$ cat config.mk
export PLATFORM = sky130hd
export DESIGN_NAME = roi_bbox_tracker
export DESIGN_NICKNAME = d
export VERILOG_FILES = /design/src/rtl/roi_bbox_tracker.sv
export SDC_FILE = /design/constraint.sdc
export NUM_CORES = 1
export LEC_CHECK = 0
export CAP_MARGIN = 15
export CORE_MARGIN = 2
export CORE_UTILIZATION = 45
export CTS_BUF_LIST = sky130_fd_sc_hd__clkbuf_2
export CTS_CLUSTER_DIAMETER = 80
export CTS_CLUSTER_SIZE = 30
export DETAILED_ROUTE_END_ITERATION = 7
export HOLD_SLACK_MARGIN = 0.02
export PLACE_DENSITY_LB_ADDON = 0.15
export SETUP_SLACK_MARGIN = 0.05
export SLEW_MARGIN = 10
export SYNTH_ARGS = -nofsm -noshare
export SYNTH_HDL_FRONTEND = slang
export SYNTH_SLANG_ARGS = --single-unit
$ cat constraint.sdc
create_clock -name clk -period 2.6 [get_ports clk]
set_clock_uncertainty 0.05 [all_clocks]
set_input_delay 0.26 -clock clk [delete_from_list [all_inputs] [get_ports clk]]
set_output_delay 0.26 -clock clk [all_outputs]
set_load 0.01 [all_outputs]
$ cat src/rtl/roi_bbox_tracker.sv
// roi_bbox_tracker: per-frame far corner (T_x, T_y) of mask hits inside a fixed ROI.
// Define HIT_COUNT_EN to add a saturating hit counter, MIN_HITS qualification and hit_cnt.
module roi_bbox_tracker #(
   parameter logic [10:0] X1 = 11'd181,
   parameter logic [10:0] X2 = 11'd331,
   parameter logic [9:0]  Y1 = 10'd121,
   parameter logic [9:0]  Y2 = 10'd220
`ifdef HIT_COUNT_EN
   ,
   parameter logic [20:0] MIN_HITS = 21'd1
`endif
) (
   input  logic        clk,
   input  logic        reset,
   input  logic        en,
   input  logic        sof,
   input  logic        eof,
   input  logic [10:0] pix_x,
   input  logic [9:0]  pix_y,
   input  logic        mask,
   output logic [10:0] T_x,
   output logic [9:0]  T_y,
   output logic        upd,
   output logic        object_present
`ifdef HIT_COUNT_EN
   ,
   output logic [20:0] hit_cnt
`endif
);

   typedef enum logic [1:0] {IDLE, ACCUM, PUBLISH} state_e;

   state_e      state_q;
   logic [10:0] max_x_q;
   logic [9:0]  max_y_q;
   logic        pending_q;
`ifdef HIT_COUNT_EN
   logic [20:0] cnt_q;
`else
   logic        hit_q;
`endif

   logic pix_hit;
   logic start;
   logic qualify;

   assign pix_hit = en & mask & (pix_x >= X1) & (pix_x <= X2) & (pix_y >= Y1) & (pix_y <= Y2);

   // A new frame opens from IDLE on sof, on a lone sof mid-frame, or straight out of PUBLISH.
   assign start = ((state_q == IDLE) & sof)
                | ((state_q == ACCUM) & sof & ~eof)
                | ((state_q == PUBLISH) & (pending_q | sof));

`ifdef HIT_COUNT_EN
   assign qualify = (cnt_q >= MIN_HITS);
`else
   assign qualify = hit_q;
`endif

   // NOTE: sequential state uses non-blocking assignments only; later assignments in the
   // same block override earlier ones, which is how a frame start wins over accumulation.
   always_ff @(posedge clk or posedge reset) begin
      if (reset) begin
         state_q        <= IDLE;
         max_x_q        <= '0;
         max_y_q        <= '0;
         pending_q      <= 1'b0;
         T_x            <= '0;
         T_y            <= '0;
         upd            <= 1'b0;
         object_present <= 1'b0;
`ifdef HIT_COUNT_EN
         cnt_q          <= '0;
         hit_cnt        <= '0;
`else
         hit_q          <= 1'b0;
`endif
      end else begin
         upd <= 1'b0;
         case (state_q)
            IDLE: begin
               if (sof) state_q <= ACCUM;
            end
            ACCUM: begin
               if (pix_hit) begin
                  if (pix_x > max_x_q) max_x_q <= pix_x;
                  if (pix_y > max_y_q) max_y_q <= pix_y;
`ifdef HIT_COUNT_EN
                  if (cnt_q != '1) cnt_q <= cnt_q + 21'd1;
`else
                  hit_q <= 1'b1;
`endif
               end
               if (eof) begin
                  state_q   <= PUBLISH;
                  pending_q <= sof;
               end
            end
            PUBLISH: begin
               upd            <= 1'b1;
               object_present <= qualify;
               T_x            <= qualify ? max_x_q : 11'd0;
               T_y            <= qualify ? max_y_q : 10'd0;
`ifdef HIT_COUNT_EN
               hit_cnt        <= cnt_q;
`endif
               pending_q      <= 1'b0;
               state_q        <= (pending_q | sof) ? ACCUM : IDLE;
            end
            default: state_q <= IDLE;
         endcase

         if (start) begin
            max_x_q <= X1;
            max_y_q <= Y1;
`ifdef HIT_COUNT_EN
            cnt_q   <= '0;
`else
            hit_q   <= 1'b0;
`endif
         end
      end
   end

endmodule

==> out/metrics.cfg, run 1 <==
[synth]
synth_area_leader_cell=dfrtp_1
synthTopCellsByCount=48 x dfrtp_1, 41 x nand2_1, 27 x inv_1, 21 x ha_1, 21 x nor2_1
syn_avg_cell_area_um2=9.87
yosysMostFrequentCell=dfrtp_1
ys.flop_type=dfrtp_1
synth_warnings=0
ys_types=40
syn_inst=265
ys_seq_area_frac=0.459
synth_seq_cells=48
synth_area_um2=2620
synth.top_cell.area_share=0.459
async_reset_ff_frac=1.00
synthTopCellsByArea=dfrtp_1 46%, ha_1 10%, mux2i_1 6.1%
synth_edf_count=0
syn_nets=313

[grt]
grt_max_degree=49
grt_pass1_wl_mm=10.1
grt.met1_usage=0.309
antenna_found_initial=0
use_met3=0.0270
grt_pass1_vias=2033
track_usage=0.204
grt.overflow.total=0
busiest_layer=met2
use_met2=0.309

[clocking]
clkTransAtPathRegs_ns=0.26
insertion_delay_ns=0.43
cts.sinks=48
cts_resized=0
h-tree-depth=2
post_cts_buffers=0
cts_root_buf=clkbuf_2
cts_tree=done
ctsHoldBuffers=0
clock_path_buffers=2
cts_made_buffers=5

[setup_path]
cp_data_required_time_ns=2.94
critPathKind=register to register
reg2regPathDepth=9
endpoint=max_x_q[6]
r2r_slack_ns=0.31
r2r_start=max_x_q[10]
reg2reg_to=max_x_q[6]
critPathMaxFanout=9
critPathLaunchType=register
startpoint=max_x_q[10]
crit_arrival_ns=2.62
endpoint_kind=register

[timing]
fin_crit_sh=0.880
min_period_ns=2.29
worst_slew_pin_slew_ns=0.639
max_freq_mhz=437
finalHoldViolations=0
finalWorstSetupSlack_ns=0.313
relSlewSlack=0.574
finalSetupTns_ns=0
setup_violations=0
grt_setup_unrepaired=false
drv_slew=0

[detailed_routing]
wl_per_cell_um=15.2
vias_per_cell=5.26
vias=2068
first_iter_violations=117
drcViolationCount=0
routed_wirelength_mm=5.99
ant_nets=0
first_pass_iters=4

[floorplanning]
start_util=0.469
die_h_um=80.2
die_w_um=80.2
rows=27
core_area_um2=5570
dieArea_um2=6440
pin_count=50

[placed_design]
dp_slack_ns=0.0412
portBuffers=49
hpwl_mm=4.55
gp_congestion=0.921

[finish]
antennaDiodeCount=0
drive_above_1_share=0.0903
fin_nets=368
num-fill-cells=510
syn2layout_area_growth_pct=26.9

[power]
cellLeakagePower_uw=0.00143
ir_drop_v=0.000217
p_per_area_nw_per_um2=476

[status]
status=complete, no violations

[hold_path]
hold_path.class=primary input to async pin

[job]
cap_violations=0

cells in the final DEF (no fill, tap or decap), types with 2 or more instances in the layout:
cell type / Yosys / final
mux2i_1: 16 / 16
a211o_2: 2 / 2
clkbuf_2: 0 / 5
inv_1: 27 / 26
nand2_1: 41 / 41
nand4_1: 4 / 4
nand3_1: 3 / 3
nor2_1: 21 / 21
nor3_1: 5 / 5
a21oi_1: 9 / 9
o21ai_0: 5 / 5
buf_4: 0 / 9
o22ai_1: 2 / 2
dfrtp_1: 48 / 48
o31ai_1: 20 / 20
clkdlybuf4s50_1: 0 / 49
o211ai_1: 2 / 2
o21bai_1: 2 / 2
a21o_1: 3 / 3
nand2b_1: 3 / 3
ha_1: 21 / 21
nor2b_1: 2 / 2
registers in the layout, summed over array words and instances (netlist names):
signal	count
T_x	11
max_x_q	11
T_y	10
max_y_q	10
state_q	2
hit_q	1
object_present	1
pending_q	1
upd	1
layer usage:
metal	up-vias	wire, um
li1	1050	-
met4	0	53
met3	5	277
met2	47	2720
met5	-	0
met1	966	2940
per-stage QoR:
step	cells	area, um2	utilization	total power [uW]	hold WS, ns
after floorplan	265	2620	-	1010	0.299
after CTS	393	3320	0.596	1600	0.0830
after global routing	393	3320	0.596	1670	0.0790
final	393	3320	0.596	1580	0.0930
after global placement	385	3250	0.583	1160	0.411
after detailed placement	385	3250	0.583	1170	0.417
how the worst min path moves through the flow:
stage          slack, ns  cells past startpoint             end    start
6_report            0.09                      3          T_x[2]    reset
4_1_cts             0.08                      3          T_y[2]    reset
3_3_place_gp        0.41                      2         T_x[10]  T_x[10]
3_5_place_dp        0.42                      2          T_y[7]   T_y[7]
2_1_floorplan       0.30                      1      state_q[0]      eof
5_1_grt             0.08                      3  object_present    reset
layout make-up:
| cell class | count | area, um2 | share of cell area |
|---|---|---|---|
| inverters | 27 | 101 | 0.0305 |
| flip-flops and latches | 48 | 1200 | 0.362 |
| clock buffers | 5 | 25.0 | 0.00754 |
| well taps | 72 | 90.1 | 0.0271 |
| repair buffers | 59 | 578 | 0.174 |
| multi-input cells | 179 | 1280 | 0.385 |
| clock inverters | 3 | 46.3 | 0.0139 |
critical path: stages (launching register included):
cell and delay, ns:
dfrtp_1 0.42, inv_1 0.11, ha_1 0.27, a21oi_1 0.19, o21ai_0 0.14, a2111oi_2 0.43, buf_4 0.19, a211oi_4 0.05
buf_4 0.20, mux2i_1 0.17
cells by family (layout without fill, tap and decap cells):
| family | Yosys count | in the layout | share of synthesized area |
|---|---|---|---|
| fa+ha+maj | 21 | 21 | 0.100 |
| simple gates | 83 | 83 | 0.144 |
| flops | 48 | 48 | 0.459 |
| buf+inv | 38 | 94 | 0.0550 |
| mux | 16 | 16 | 0.0612 |
| compound gates | 59 | 59 | 0.179 |
report_power, final:
part	total, uW	internal (uW)	switching [uW]
Combinational	349	145	204
Clock	428	166	262
Sequential	804	780	23.8
Total	1580	1090	490
(Power assumes the default switching activity.)
==> run 2, diff against run 1 <==
- CAP_MARGIN: 15 -> 30
- clock period: 2.6 -> 2.2 ns (I/O delays scaled with it)
==> run 2 against run 1 <==
Effect of this change:
- worst hold slack gained 0.27 ns
- global-route usage grew 0.76 points
- critical path type unchanged
- power grew 19%
- critical endpoint is now max_y_q[4]
- cell count grew 6.6%
- flip-flop and latch count is the same
==> out/metrics.cfg, run 2 (same netlist as run 1, synthesis figures left out) <==
[detailed_routing]
ant_nets=0  ; unchanged
vias_per_cell=5.28  ; +0.33%
wl_per_cell_um=15.0  ; -1.5%
first_iter_violations=135  ; +15%
drcViolationCount=0  ; unchanged
first_pass_iters=4  ; unchanged
routed_wirelength_mm=6.29  ; +5.0%
vias=2212  ; +7.0%

[timing]
fin_crit_sh=0.934  ; +0.0546
relSlewSlack=0.571  ; -0.00302
max_freq_mhz=487  ; +11%
grt_setup_unrepaired=true
finalWorstSetupSlack_ns=0.145  ; -0.168 ns
min_period_ns=2.06  ; -0.232 ns
finalHoldViolations=0  ; unchanged
worst_slew_pin_slew_ns=0.643  ; +0.00452 ns
drv_slew=0  ; unchanged
setup_violations=0  ; unchanged

[grt]
grt_max_degree=47  ; -4.1%
track_usage=0.212  ; +0.00765
grt.overflow.total=0  ; unchanged
antenna_found_initial=0  ; unchanged
grt_pass1_wl_mm=10.5  ; +4.0%
grt_pass1_vias=2114  ; +4.0%

[setup_path]
crit_arrival_ns=2.38  ; -0.24 ns
path_cells=inv_1 > ha_1 > and4_1 > o21ai_0 > a31o_2 > a211oi_1 > buf_4 > mux2i_1
reg2regPathDepth=8  ; -1
critPathKind=register to register
r2r_start=max_y_q[4]
critPathMaxFanout=10  ; +1
startpoint=max_y_q[4]
critPathLaunchType=register
critPathTopFamily=compound AO/OA/AOI/OAI gates
reg2reg_to=max_y_q[4]
r2r_slack_ns=0.14  ; -0.17 ns
critPathBufInv=2  ; -1
slowest_delay_ns=0.42  ; about the same
crit_path_top_delay_cell=dfrtp_1
cp_data_required_time_ns=2.52  ; -0.42 ns
endpoint_kind=register
endpoint=max_y_q[4]
cp.depth=8  ; -1

[finish]
layout_commonest_cell=clkdlybuf4s50_1
drive_above_1_share=0.161  ; +0.0710
design_area_um2=3540  ; +6.7%
fin_cells=419  ; +6.6%
reg_top3=T_x: 11 flops, max_x_q: 11 flops
fin_nets=394  ; +7.1%
most-common-layout-cells=49 x clkdlybuf4s50_1, 48 x dfrtp_1, 41 x nand2_1, 32 x buf_4, 26 x inv_1
num-fill-cells=481  ; -5.7%
antennaDiodeCount=0  ; unchanged
syn2layout_area_growth_pct=35.4

[placed_design]
dpl.cell_count=407  ; +5.7%
portBuffers=49  ; unchanged
gp_congestion=0.836  ; -9.2%
dp_slack_ns=-0.241  ; -0.283 ns
hpwl_mm=4.88  ; +7.1%
placed_area_um2=3410  ; +5.1%

[clocking]
cts_root_buf=clkbuf_2
h-tree-depth=2  ; unchanged
clkTransAtPathRegs_ns=0.25  ; about the same
cts_made_buffers=5  ; unchanged
cts.sinks=48  ; unchanged
cts_tree=done
clock_path_buffers=2  ; unchanged
insertion_delay_ns=0.43  ; about the same

[power]
clkPwrFrac=0.259  ; -0.012
ir_drop_v=0.000323  ; +49%
power_uw=1880  ; +19%
cellLeakagePower_uw=0.00155  ; +8.7%
pwr-share-seq=0.504  ; -0.004
p_per_area_nw_per_um2=532  ; +12%
pwr-share-comb=0.237  ; +0.016
internal_power_uw=1310  ; +20%
switchingPower_uw=575  ; +17%
p_sw_frac=0.305  ; -0.00495

[floorplanning]
core_area_um2=5570  ; unchanged
pin_count=50  ; unchanged
die_h_um=80.2  ; unchanged
die_w_um=80.2  ; unchanged
start_util=0.469  ; unchanged
dieArea_um2=6440  ; unchanged
rows=27  ; unchanged

[hold_path]
hold_path.class=primary input to register
whs_path_depth=3
holdCritStartpoint=pix_x[1]

[status]
status=complete, no violations

[job]
cap_violations=0  ; unchanged

run 2: changes by cell type in the layout (fill, tap and decap cells not counted), sizes merged:
cell         change
buf             +25
inv              -1
dlygate4sd3      +1
clkinvlp         -1
clkinv           +2
run 2: worst register-to-register path: stages (launching register included):
cell and delay [ns]:
dfrtp_1 0.42, inv_1 0.08, ha_1 0.29, and4_1 0.22, o21ai_0 0.09, a31o_2 0.20
a211oi_1 0.19, buf_4 0.25, mux2i_1 0.23
run 2: timing repair:
action | CTS | global route
buffers inserted | 1 | 2
setup endpoints to repair | 4 | 16
gates resized for setup | 0 | 5
pin swaps | 1 | 3
endpoints found under the hold margin | 11 | 0
hold buffers | 1 | 0
run 2: power groups by stage:
stage                     Sequential, uW  Combinational [uW]  Clock (uW)
after CTS                            950                 450         499
after detailed placement             966                 445           0
after global placement               963                 436           0
final                                950                 447         487
after global routing                 955                 495         550
after floorplan                      968                 223           0
run 2: per-stage QoR:
step | hold slack [ns] | util | setup TNS (ns)
after floorplan | 0.259 | - | 0
after global placement | 0.409 | 0.612 | -2.75
after detailed placement | 0.417 | 0.612 | -3.37
after CTS | 0.354 | 0.628 | 0
after global routing | 0.323 | 0.635 | 0
final | 0.360 | 0.635 | 0
run 2: layer usage:
layer  vias up  track usage  share of wire
met5         -            0              0
met4         0       0.0525          0.012
met3         8       0.0326          0.041
met2        48        0.325           0.46
met1      1065        0.313           0.49
li1       1091            -              -
run 2: cell type report:
cell class,count,area [um2],share of cell area
well taps,72,90.1,0.0254
clock buffers,5,25.0,0.00707
clock inverters,3,42.5,0.0120
flip-flops and latches,48,1200,0.339
repair buffers,85,783,0.221
inverters,27,101,0.0286
multi-input cells,179,1300,0.366
run 2: worst min path at each step:
stage / to / slack [ns]
floorplan: state_q[0] / 0.26
global placement: T_y[3] / 0.41
detailed placement: T_x[1] / 0.42
CTS: max_x_q[1] / 0.35
global route: state_q[0] / 0.32
finish: max_x_q[1] / 0.36
==> run 3, diff against run 2 <==
- PLACE_DENSITY: unset -> 0.75
- PLACE_DENSITY_LB_ADDON: 0.15 -> unset
==> run 3 against run 2 <==
Effect of this change:
- design area rose by 2.7%
- routed wire length increased by 3.9%
- global-route usage down 0.29 points
- count of clock-buffer cells in the layout unchanged
- power is 7.0% higher
- via count up 3.0%
- maximum frequency shrank 2.6%
- largest cell class unchanged
- die area stayed put
- core utilization is 1.7 points higher
- register-to-register slack got worse by 0.06 ns
- highest routed layer unchanged
- sequential power about the same
- clock power up 21%
==> out/metrics.cfg, run 3 (same netlist as run 1, synthesis figures left out) <==
[status]
status=complete, no violations

[grt]
grt_pass1_vias=2194  ; +3.8%
grt.overflow.total=0  ; unchanged
antenna_found_initial=0  ; unchanged
track_usage=0.209  ; -0.00286
grt_pass1_wl_mm=10.3  ; -1.7%
grt_max_degree=49  ; +4.3%

[finish]
num-fill-cells=430  ; -11%
reg_top3=T_x: 11 flops, max_x_q: 11 flops
fin_cells=416  ; -0.72%
most-common-layout-cells=49 x clkdlybuf4s50_1, 48 x dfrtp_1, 41 x nand2_1, 31 x buf_4, 23 x inv_1
fin_nets=392  ; -0.51%
drive_above_1_share=0.192  ; +0.0305
fin_util=0.652  ; +0.0171
antennaDiodeCount=0  ; unchanged
syn2layout_area_growth_pct=39.0
layout_commonest_cell=clkdlybuf4s50_1

[power]
cellLeakagePower_uw=0.00156  ; +0.51%
ir_drop_v=0.000341  ; +5.6%
p_per_area_nw_per_um2=555  ; +4.2%

[timing]
setup_violations=0  ; unchanged
drv_slew=0  ; unchanged
relSlewSlack=0.598  ; +0.0274
max_freq_mhz=474  ; -2.6%
finalHoldViolations=0  ; unchanged
finalSetupTns_ns=0  ; unchanged
grt_setup_unrepaired=false
worst_slew_pin_slew_ns=0.602  ; -0.0410 ns
fin_crit_sh=0.960  ; +0.0253
min_period_ns=2.11  ; +0.0556 ns

[clocking]
cts_tree=done
clock_path_buffers=2  ; unchanged
insertion_delay_ns=0.45  ; +0.02 ns
ctsHoldBuffers=0  ; -1
cts.sinks=48  ; unchanged
cts_root_buf=clkbuf_2
h-tree-depth=2  ; unchanged
clkTransAtPathRegs_ns=0.25  ; about the same
cts_made_buffers=5  ; unchanged

[floorplanning]
core_area_um2=5570  ; unchanged
start_util=0.469  ; unchanged
dieArea_um2=6440  ; unchanged
rows=27  ; unchanged
die_w_um=80.2  ; unchanged
die_h_um=80.2  ; unchanged
pin_count=50  ; unchanged

[detailed_routing]
drcViolationCount=0  ; unchanged
first_pass_iters=4  ; unchanged
routed_wirelength_mm=6.54  ; +3.9%
wl_per_cell_um=15.7  ; +4.7%
first_iter_violations=144  ; +6.7%
ant_nets=0  ; unchanged
vias=2278  ; +3.0%
vias_per_cell=5.48  ; +3.7%

[setup_path]
critPathBufInv=3  ; +1
critPathKind=primary input to register
endpoint_kind=register
critPathTopFamily=compound AO/OA/AOI/OAI gates
critPathLaunchType=primary input
crit_arrival_ns=2.46  ; +0.08 ns
crit_path_top_delay_cell=clkdlybuf4s50_1
reg2regPathDepth=9  ; +1
r2r_start=max_x_q[8]
reg2reg_to=max_x_q[5]
cp_data_required_time_ns=2.55  ; +0.03 ns
r2r_slack_ns=0.09  ; -0.06 ns
path_cells=clkdlybuf4s50_1 > buf_4 > or2b_1 > a21oi_1 > o2111ai_4 > a211oi_4 > buf_12 > mux2i_2
critPathMaxFanout=5  ; -5
slowest_delay_ns=0.55  ; +0.13 ns

[job]
cap_violations=0  ; unchanged

[placed_design]
hpwl_mm=4.70  ; -3.7%
dpl.cell_count=403  ; -0.98%
portBuffers=49  ; unchanged
gp_congestion=0.851  ; +1.8%

[hold_path]
hold_path.class=primary input to async pin

==> run 3: changes by cell type in the layout (fill, tap and decap cells not counted), moves of 2 or more <==
cell	change
inv_1	-3
inv_2	+3
buf_6	-2
ha_4	+2
ha_1	-2
==> run 3: layout make-up <==
class / instances / area (um2) / area share
well taps: 72 / 90.1 / 0.0248
clock inverters: 2 / 60.1 / 0.0165
multi-input cells: 179 / 1370 / 0.377
clock buffers: 5 / 25.0 / 0.00688
inverters: 27 / 101 / 0.0279
flip-flops and latches: 48 / 1200 / 0.330
repair buffers: 83 / 788 / 0.217
==> run 3: routing by layer <==
| metal | GRT usage | vias up | share of wire | wire (um) |
|---|---|---|---|---|
| met4 | 0.0864 | 0 | 0.019 | 123 |
| met5 | 0 | - | 0 | 0 |
| li1 | - | 1091 | - | - |
| met2 | 0.339 | 65 | 0.49 | 3200 |
| met1 | 0.275 | 1106 | 0.45 | 2940 |
| met3 | 0.0371 | 16 | 0.041 | 269 |
==> run 3: worst min-delay path: stages <==
cell and delay (ns):
clkdlybuf4s50_1 0.42, inv_2 0.07, buf_12 0.25
==> run 3: where the power goes <==
group | switching, uW | internal, uW | leakage (uW) | total [uW]
Combinational | 270 | 212 | 0.000896 | 482
Sequential | 25.7 | 921 | 0.000612 | 947
Clock | 288 | 299 | 0.0000490 | 588
Total | 584 | 1430 | 0.00156 | 2020
==> run 3: worst max path at each step <==
stage                            from         end  slack, ns  cells after the start
final                        pix_x[8]  max_x_q[5]       0.09                      8
after global routing      max_x_q[10]  max_x_q[5]       0.02                      9
after CTS                  max_x_q[8]  max_x_q[5]       0.06                      9
after detailed placement     pix_x[9]  max_x_q[7]      -0.31                      8
after global placement       pix_x[9]  max_x_q[8]      -0.17                      8
after floorplan           max_x_q[10]  max_x_q[8]       0.15                      7
==> run 3: through the flow <==
stage | area (um2) | hold WS, ns | setup WS [ns] | power [uW]
2_1_floorplan | 2620 | 0.259 | 0.152 | 1190
3_3_place_gp | 3400 | 0.413 | -0.175 | 1390
3_5_place_dp | 3400 | 0.418 | -0.309 | 1410
4_1_cts | 3480 | 0.0543 | 0.0573 | 1990
5_1_grt | 3640 | 0.0359 | 0.0202 | 2110
6_report | 3640 | 0.0416 | 0.0890 | 2020
==> run 3: what timing repair did <==
item	in CTS	in global routing
gates resized for setup	1	18
pin swaps	0	6
hold endpoints to repair	0	0
buffers inserted	0	5
setup endpoints to repair	2	19
cloned	0	1
